<file path="config.mk">
export PLATFORM = sky130hd
export DESIGN_NAME = hdr_cmd_arbiter
export DESIGN_NICKNAME = d
export VERILOG_FILES = /design/src/rtl/hdr_cmd_arbiter.sv
export SDC_FILE = /design/constraint.sdc
export NUM_CORES = 1
export LEC_CHECK = 0
export ABC_AREA = 1
export CAP_MARGIN = 40
export CORE_ASPECT_RATIO = 0.9
export CORE_MARGIN = 3
export CORE_UTILIZATION = 41
export DETAILED_ROUTE_END_ITERATION = 10
export PLACE_DENSITY = 0.86
export SLEW_MARGIN = 20
export SYNTH_ARGS = -nofsm -noshare
export SYNTH_HDL_FRONTEND = slang
export SYNTH_SLANG_ARGS = --single-unit
</file>
<file path="constraint.sdc">
create_clock -name memclk -period 6.9 [get_ports memclk]
set_input_delay 0.69 -clock memclk [delete_from_list [all_inputs] [get_ports memclk]]
set_output_delay 0.69 -clock memclk [all_outputs]
set_load 0.005 [all_outputs]
</file>
<file path="src/rtl/hdr_cmd_arbiter.sv">
// hdr_cmd_arbiter: shares one S2MM datamover command/status pair between NREQ requesters; status is routed back in command order.
// Latency: grant and capture in the request cycle, m_cmd_tvalid the next cycle (peak 1 cmd / 2 cycles); status routing is combinational.
// Backpressure: m_cmd_tready stalls ISSUE; head lane's m_sts_tready drives s_sts_tready; grants stop at MAX_OUTSTANDING in flight.
// Optional watchdog (timeout_o) is built only when HDR_CMD_ARBITER_WATCHDOG_EN is defined.

// hdr_cmd_fifo: small generic synchronous FIFO holding requester indices in command order.
// Latency: a push is visible on rd_dat/rd_vld the cycle after it is written.
// Backpressure: writes are ignored when full, reads when empty; the arbiter never pushes when full.
module hdr_cmd_fifo #(
    parameter int W     = 1,
    parameter int DEPTH = 8
) (
    input  logic         clk,
    input  logic         rst,
    input  logic         wr_vld,
    input  logic [W-1:0] wr_dat,
    input  logic         rd_rdy,
    output logic [W-1:0] rd_dat,
    output logic         rd_vld
);
    localparam int AW = $clog2(DEPTH);

    logic [W-1:0]  mem [DEPTH];
    logic [AW-1:0] wr_ptr;
    logic [AW-1:0] rd_ptr;
    logic [AW:0]   cnt;
    logic          full;
    logic          do_wr;
    logic          do_rd;

    assign full   = (cnt == (AW+1)'(DEPTH));
    assign rd_vld = (cnt != '0);
    assign do_wr  = wr_vld && !full;
    assign do_rd  = rd_rdy && rd_vld;
    assign rd_dat = mem[rd_ptr];

    // Storage: no reset needed, occupancy is tracked by the pointers.
    always_ff @(posedge clk) begin
        if (do_wr) begin
            mem[wr_ptr] <= wr_dat;
        end
    end

    // Pointers and occupancy count.
    always_ff @(posedge clk) begin
        if (rst) begin
            wr_ptr <= '0;
            rd_ptr <= '0;
            cnt    <= '0;
        end else begin
            if (do_wr) wr_ptr <= wr_ptr + AW'(1);
            if (do_rd) rd_ptr <= rd_ptr + AW'(1);
            case ({do_wr, do_rd})
                2'b10:   cnt <= cnt + (AW+1)'(1);
                2'b01:   cnt <= cnt - (AW+1)'(1);
                default: cnt <= cnt;
            endcase
        end
    end
endmodule

module hdr_cmd_arbiter #(
    parameter int NREQ            = 2,
    parameter int MAX_OUTSTANDING = 8,
    parameter int TIMEOUT_CYCLES  = 65536
) (
    input  logic                               memclk,
    input  logic                               memrst,
    input  logic [72*NREQ-1:0]                 s_cmd_tdata,
    input  logic [NREQ-1:0]                    s_cmd_tvalid,
    output logic [NREQ-1:0]                    s_cmd_tready,
    output logic [71:0]                        m_cmd_tdata,
    output logic                               m_cmd_tvalid,
    input  logic                               m_cmd_tready,
    input  logic [7:0]                         s_sts_tdata,
    input  logic                               s_sts_tvalid,
    output logic                               s_sts_tready,
    output logic [8*NREQ-1:0]                  m_sts_tdata,
    output logic [NREQ-1:0]                    m_sts_tvalid,
    input  logic [NREQ-1:0]                    m_sts_tready,
    output logic [$clog2(MAX_OUTSTANDING):0]   outstanding_o,
    output logic                               stray_sts_o,
    output logic                               timeout_o
);
    localparam int                IDX_W    = $clog2(NREQ);
    localparam int                CNT_W    = $clog2(MAX_OUTSTANDING) + 1;
    localparam logic [CNT_W-1:0]  MAX_CNT  = CNT_W'(MAX_OUTSTANDING);
    localparam logic [IDX_W-1:0]  LAST_REQ = IDX_W'(NREQ - 1);

    // Elaboration-time parameter range checks.
    if (NREQ < 2 || NREQ > 8) begin : g_bad_nreq
        $error("hdr_cmd_arbiter: NREQ must be 2..8");
    end
    if (MAX_OUTSTANDING < 2 || MAX_OUTSTANDING > 32 ||
        (MAX_OUTSTANDING & (MAX_OUTSTANDING - 1)) != 0) begin : g_bad_max
        $error("hdr_cmd_arbiter: MAX_OUTSTANDING must be a power of 2 in 2..32");
    end
    if (TIMEOUT_CYCLES < 1) begin : g_bad_timeout
        $error("hdr_cmd_arbiter: TIMEOUT_CYCLES must be positive");
    end

    typedef enum logic {IDLE, ISSUE} state_t;

    state_t           state;
    logic [IDX_W-1:0] last_grant;
    logic [IDX_W-1:0] win_idx;
    logic [IDX_W-1:0] cand;
    logic [IDX_W-1:0] head_idx;
    logic [71:0]      win_dat;
    logic             win_vld;
    logic             grant;
    logic             cmd_hs;
    logic             head_vld;
    logic             sts_hs;

    // Round-robin search starting just after the last granted requester.
    always_comb begin
        win_vld = 1'b0;
        win_idx = '0;
        cand    = '0;
        for (int i = 1; i <= NREQ; i++) begin
            cand = IDX_W'((int'(last_grant) + i) % NREQ);
            if (!win_vld && s_cmd_tvalid[cand]) begin
                win_vld = 1'b1;
                win_idx = cand;
            end
        end
    end

    // Select the winning requester's command word.
    always_comb begin
        win_dat = '0;
        for (int i = 0; i < NREQ; i++) begin
            if (win_idx == IDX_W'(i)) win_dat = s_cmd_tdata[72*i +: 72];
        end
    end

    assign grant  = !memrst && (state == IDLE) && win_vld && (outstanding_o < MAX_CNT);
    assign cmd_hs = m_cmd_tvalid && m_cmd_tready;

    // Ready only to the winner, only in the granting IDLE cycle.
    always_comb begin
        for (int i = 0; i < NREQ; i++) begin
            s_cmd_tready[i] = grant && (win_idx == IDX_W'(i));
        end
    end

    // Command FSM: capture in IDLE, hold valid/data in ISSUE until accepted.
    always_ff @(posedge memclk) begin
        if (memrst) begin
            state        <= IDLE;
            m_cmd_tvalid <= 1'b0;
            m_cmd_tdata  <= '0;
            last_grant   <= LAST_REQ;
        end else begin
            case (state)
                IDLE: begin
                    if (grant) begin
                        m_cmd_tdata  <= win_dat;
                        m_cmd_tvalid <= 1'b1;
                        last_grant   <= win_idx;
                        state        <= ISSUE;
                    end
                end
                ISSUE: begin
                    if (m_cmd_tready) begin
                        m_cmd_tvalid <= 1'b0;
                        state        <= IDLE;
                    end
                end
                default: state <= IDLE;
            endcase
        end
    end

    // Order FIFO: last_grant still names the issuing requester during ISSUE.
    hdr_cmd_fifo #(
        .W     (IDX_W),
        .DEPTH (MAX_OUTSTANDING)
    ) u_order_fifo (
        .clk    (memclk),
        .rst    (memrst),
        .wr_vld (cmd_hs),
        .wr_dat (last_grant),
        .rd_rdy (sts_hs),
        .rd_dat (head_idx),
        .rd_vld (head_vld)
    );

    assign sts_hs       = !memrst && head_vld && s_sts_tvalid && m_sts_tready[head_idx];
    assign s_sts_tready = !memrst && (head_vld ? m_sts_tready[head_idx] : 1'b1);
    assign m_sts_tdata  = {NREQ{s_sts_tdata}};

    // Status valid goes only to the lane at the head of the order FIFO.
    always_comb begin
        for (int i = 0; i < NREQ; i++) begin
            m_sts_tvalid[i] = !memrst && head_vld && s_sts_tvalid && (head_idx == IDX_W'(i));
        end
    end

    // In-flight count and sticky stray-status flag.
    always_ff @(posedge memclk) begin
        if (memrst) begin
            outstanding_o <= '0;
            stray_sts_o   <= 1'b0;
        end else begin
            if (cmd_hs && !sts_hs) begin
                outstanding_o <= outstanding_o + CNT_W'(1);
            end else if (sts_hs && !cmd_hs) begin
                outstanding_o <= outstanding_o - CNT_W'(1);
            end
            if (!head_vld && s_sts_tvalid) stray_sts_o <= 1'b1;
        end
    end

`ifdef HDR_CMD_ARBITER_WATCHDOG_EN
    localparam logic [31:0] WD_LIMIT = 32'(TIMEOUT_CYCLES);
    logic [31:0] wd_cnt;

    // Watchdog: count cycles with commands in flight and no status progress.
    always_ff @(posedge memclk) begin
        if (memrst) begin
            wd_cnt    <= '0;
            timeout_o <= 1'b0;
        end else if (sts_hs || outstanding_o == '0) begin
            wd_cnt <= '0;
        end else if (wd_cnt != WD_LIMIT) begin
            wd_cnt <= wd_cnt + 32'd1;
            if (wd_cnt + 32'd1 == WD_LIMIT) timeout_o <= 1'b1;
        end
    end
`else
    assign timeout_o = 1'b0;
`endif
endmodule

</file>
# == Word level (Yosys, flattened, before mapping) ==
# Memory sizes are Yosys's and may differ from the RTL's. A register that Yosys moved wholly into a read port is not among the register bits.
# Index checks and enable logic that the tools add are counted.
# word_totals
register_bits,90
ram_bits,8
out_inout_bits,100
elab_cells,84
n_memories,1
# classes
addsub,8
n_lt_le_gt_ge,4
n_eq_ne,5
muxes,25
n_bitwise,3
reduce_logical,29
# mem_list
memory,words,width,rd,rd_clocked_by_memory_dff,write_ports,line_no,text
u_order_fifo.mem,8,1,1,1,1,23,logic [W-1:0] mem [DEPTH];
# op_table
operator,count
72-bit 2-to-1 mux,1
1-bit logical AND,18
1-bit 2-to-1 mux,17
"4-bit by 1-bit adder with 4-bit output, second input constant",2
4-bit 2-to-1 mux,2
4-bit case mux with 2 select lines,1
"4-bit by 1-bit subtractor with 4-bit output, second input constant",2
"3-bit by 1-bit adder with 3-bit output, second input constant",2
1-bit logical NOT,6
"1-bit by 2-bit < comparator with 1-bit output, second input constant",3
3-bit 2-to-1 mux,2
"4-bit == test, second input constant",1
"4-bit < comparator, second input constant",1
"2-bit inequality test, second input constant",2
1-bit case mux with 2 select lines,2
2-bit AND reduction,2
2-bit nonzero test,2
4-bit nonzero test,1
1-bit inverter,3
"1-bit adder, second input constant",2
"2-bit by 1-bit == test with 1-bit output, second input constant",1
"2-bit == test, second input constant",1

# == Longest topological paths before layout ==
# depth
depth_word,11
mapped_depth,18
ltp_nobuf,18

# == Hierarchy ==
# Synthesis repeated with hierarchy kept, for this count alone.
# hier_totals
cells_unflattened,753
area_unflattened_um2,5037.3
# by_module_without_submodules
mod,instances,cells_per_inst,area_per_inst_um2,seq_area_each_um2
hdr_cmd_arbiter,1,635,4038.9,1601.5
hdr_cmd_fifo,1,118,998.5,500.5

# == Least setup slack after synthesis ==
# OpenSTA, ideal clock, no wires.
# synth_path
path_kind,input -> register
startpoint,input port memrst
endpoint,register outstanding_o[3]
setup_ns,0.113
arrival_ns,2.429
required_ns,6.787
setup_slack_ns,4.358
path_stages,15
cell_sequence,buf_2 > inv_2 > nand3_1 > inv_1 > nand3_1 > ha_1 > inv_1 > ha_1 > nand2_1 > nand2_1 > a21oi_1 > o21ai_0 > a21o_1 > nor2_1 > nor2_1
# synth_via
elab_chain_cells,7
elab_cells_between_ends,9
classes_between,mux (1); reduce/logical (8)
# synth_lines
element,line_no,text
from (decl),68,"input logic memrst,"
1-bit logical NOT,190,assign sts_hs = !memrst && head_vld && s_sts_tvalid && m_sts_tready[head_idx];
1-bit logical AND (3 in a row),190,
1-bit logical NOT,207,if (cmd_hs && !sts_hs) begin
1-bit logical AND,207,
4-bit 2-to-1 mux / 2-bit nonzero test (equally long branches),--,
to (signal assigned),208,outstanding_o <= outstanding_o + CNT_W'(1);
to (signal assigned),210,outstanding_o <= outstanding_o - CNT_W'(1);
to (decl),81,"output logic [$clog2(MAX_OUTSTANDING):0] outstanding_o,"
# Parallel ways exist; a longest one is shown, timed or not.
# A chain may end at the register's enable or synchronous reset.

# == Worst setup path in the final report ==
# layout_path
startpoint,input port s_cmd_tvalid[1]
endpoint,output port s_cmd_tready[0]
# layout_via
elab_chain_cells,9
elab_cells_between_ends,14
classes_between,mux (8); bitwise (1); reduce/logical (5)
# layout_lines
element,line_no,text
from (decl),70,"input logic [NREQ-1:0] s_cmd_tvalid,"
1-bit 2-to-1 mux (not written as such) (2 in a row),123,if (!win_vld && s_cmd_tvalid[cand]) begin
1-bit 2-to-1 mux,123,
1-bit logical NOT,123,
1-bit logical AND,123,
1-bit 2-to-1 mux,123,
1-bit logical AND (2 in a row),138,assign grant = !memrst && (state == IDLE) && win_vld && (outstanding_o < MAX_CNT);
1-bit logical AND (*),144,s_cmd_tready[i] = grant && (win_idx == IDX_W'(i));
to (decl),71,"output logic [NREQ-1:0] s_cmd_tready,"
# Every way passes the cells marked *; elsewhere a longest branch is shown, timed or not. The select of a mux whose other input is x is not followed.

==> results.json <==
{
  "outcome": "completed",
  "drive_gt1_share_pct": 3.11,
  "fillers": 834,
  "multi_input_comb_area_sq_um": 1940,
  "crit_required_ps": 6210,
  "skew_ps": 11.0,
  "cts-buffers-inserted": 9,
  "synthDistinctLibCells": 24,
  "regArea_sq_um": 2100,
  "setup_ws_ps": 2800,
  "maxCapViolations": 0,
  "finalHoldViolations": 0,
  "ys_ff_latch": 101,
  "grt_pass1_vias": 4797,
  "peakVddDrop_uv": 118,
  "wirelength_um": 14500,
  "yosysSeqAreaShare_pct": 47.5,
  "grt_overflow": 0,
  "min_path_cells": 2,
  "grt_max_degree": 80,
  "post_cts_resized": 0,
  "finalCritPeriodShare_pct": 59.4,
  "place.gp.congestion": 0.833,
  "grt_pass1_wl_um": 23300,
  "r2r_cells": 18,
  "dieHeight_um": 105,
  "ios": 260,
  "path_class": "in2out",
  "via_count": 4784,
  "yosysWarnings": 0,
  "netlist_area_sq_um": 4430,
  "ant_nets": 0,
  "die_w_um": 116,
  "final_core_util_pct": 67.5,
  "critPathArrivalTime_ps": 3410,
  "drc": 0,
  "finalSetupTns_ps": 0,
  "timing.final.max_slew_violations": 0,
  "clockBufferDepth": 2,
  "fin_crit_ps": 4100,
  "cp_cell_sequence": "clkdlybuf4s50_1 > nor2_1 > nor2_1 > inv_2 > buf_4 > a21oi_4 > buf_4 > clkdlybuf4s50_1",
  "cp-start-kind": "input port",
  "drtIter0Drc": 220,
  "grtUsageTotal_pct": 23.9,
  "io_buffers": 234,
  "die_area_sq_um": 12100,
  "first_pass_iters": 5,
  "synthToLayoutAreaGrowth_pct": 58.2,
  "cts_tree": "built",
  "setup_viol": 0,
  "cp-end-kind": "output pin",
  "yosys.area.top_type": "dfxtp_1",
  "pre_cts_ws_ps": 2810,
  "syn_inst": 600,
  "p_per_area_nw_per_um2": 217,
  "postCtsSetupBuffers": 0,
  "antennaDiodeCount": 0,
  "synth_nets": 769,
  "clk_pin_slew_ps": 70,
  "clk_latency_ps": 340,
  "nNetsFinal": 969,
  "ys_top_cells_by_area": "dfxtp_1 (42%), nand2_1 (22%), a31oi_1 (10%)",
  "dp_hpwl_um": 10600,
  "placement_rows": 35,
  "synth_top_area_share_pct": 42.0,
  "cp_max_fo": 75,
  "h-tree-depth": 3,
  "antenna_found_initial": 0,
  "hp-class": "reg2reg",
  "viasPerCell": 5.12,
  "tightest_slew_ps": 819,
  "p_leak_nw": 2.60,
  "fmax_ghz": 0.244,
  "start_util_pct": 42.7,
  "avgRoutedWirePerCell_um": 15.5,
  "holdWs_ps": 491,
  "cts.sinks": 101,
  "postCtsHoldBufs": 0,
  "critical_path.max_stage_delay_ps": 640,
  "rsz0062_at_grt": "false",
  "critPathSlowestCell": "clkdlybuf4s50_1",
  "avgSynthCellArea_sq_um": 7.38,
  "core_sq_um": 10400,
  "cts.root.buffer_cell": "clkbuf_16",
  "max-slew-margin-rel_pct": 45.4
}
-- final timing paths --
path	slack [ps]	from	end
hold / removal	490	m_cmd_tdata[43]	m_cmd_tdata[43]
setup / recovery	2800	s_cmd_tvalid[1]	s_cmd_tready[0]
setup reg to reg	4150	flip-flop	outstanding_o[3]
hold reg to reg	490	m_cmd_tdata[43]	m_cmd_tdata[43]
-- state kept, by name, summed over array words and instances, names as in the netlist, named ones only --
signal               count
m_cmd_tdata             72
u_order_fifo.mem         8
outstanding_o            4
u_order_fifo.cnt         4
u_order_fifo.rd_ptr      3
u_order_fifo.wr_ptr      3
last_grant               1
m_cmd_tvalid             1
state                    1
stray_sts_o              1
-- where the power goes --
part	internal (mW)	total [mW]	switching, mW
combinational	0.205	0.363	0.158
sequential	0.642	0.675	0.0331
clock	0.251	0.480	0.229
total	1.10	1.52	0.420
-- worst max-delay path, delay by kind of cell --
kind,cells,cell delay (ps)
AND/OR/NAND/NOR,2,290
buffers and inverters,5,2130
AO/OA/AOI/OAI,1,210
-- cells in the mapped netlist --
cell        n
xnor2_1     1
nand2_1   254
a21o_1      1
nor2_1     25
clkbuf_1   16
inv_2       2
buf_1       6
xor2_1      5
a21oi_4     1
fa_1        1
inv_1      33
o31ai_1     1
dfxtp_1    93
edfxtp_1    8
o21ai_0    11
nand3_1    19
a31oi_1    72
ha_1        8
buf_4      17
conb_1      1
o21a_1      1
buf_2      11
a21oi_1    12
nand3b_1    1
-- logic make-up after synthesis --
logic type               share of synthesized area, %
XOR/XNOR                                         1.19
AO/OA/AOI/OAI                                    13.6
adder cells (fa/ha/maj)                          2.71
AND/OR/NAND/NOR                                  26.0
flip-flops                                       47.5
other                                          0.0847
buffers and inverters                            8.95
-- cell type report --
type / count / area share [%]
clock buffers: 10 / 3.27
clock inverters: 6 / 0.750
inverters: 35 / 1.87
multi-input cells: 414 / 27.7
flip-flops and latches: 101 / 30.0
well taps: 129 / 2.30
repair buffers: 239 / 34.2
-- cells in the final DEF, fill, tap and decap left out, drive strengths merged, types with 2 or more instances in the layout --
cell	instances
ha	8
clkbuf	10
clkdlybuf4s50	233
nand2	254
nand3	19
xor2	5
clkinvlp	2
a21oi	13
buf	6
edfxtp	8
dfxtp	93
o21ai	11
nor2	25
a31oi	72
inv	38
-- per-stage QoR --
step / power (mW) / instance area, sq um / instances
after global placement: 1.04 / 6700 / 917
after detailed placement: 1.05 / 6700 / 917
after floorplan: 0.833 / 4430 / 600
after CTS: 1.53 / 6980 / 933
after global routing: 1.59 / 7010 / 934
final: 1.52 / 7010 / 934
-- routing by layer --
layer,up-vias,wire length (um),GRT usage (%)
met2,184,7660,42.8
li1,2334,-,-
met4,0,210,6.04
met1,2246,5460,27.1
met3,20,1140,7.59
met5,-,0,0
No activity file was read; power rests on OpenSTA's default activity.
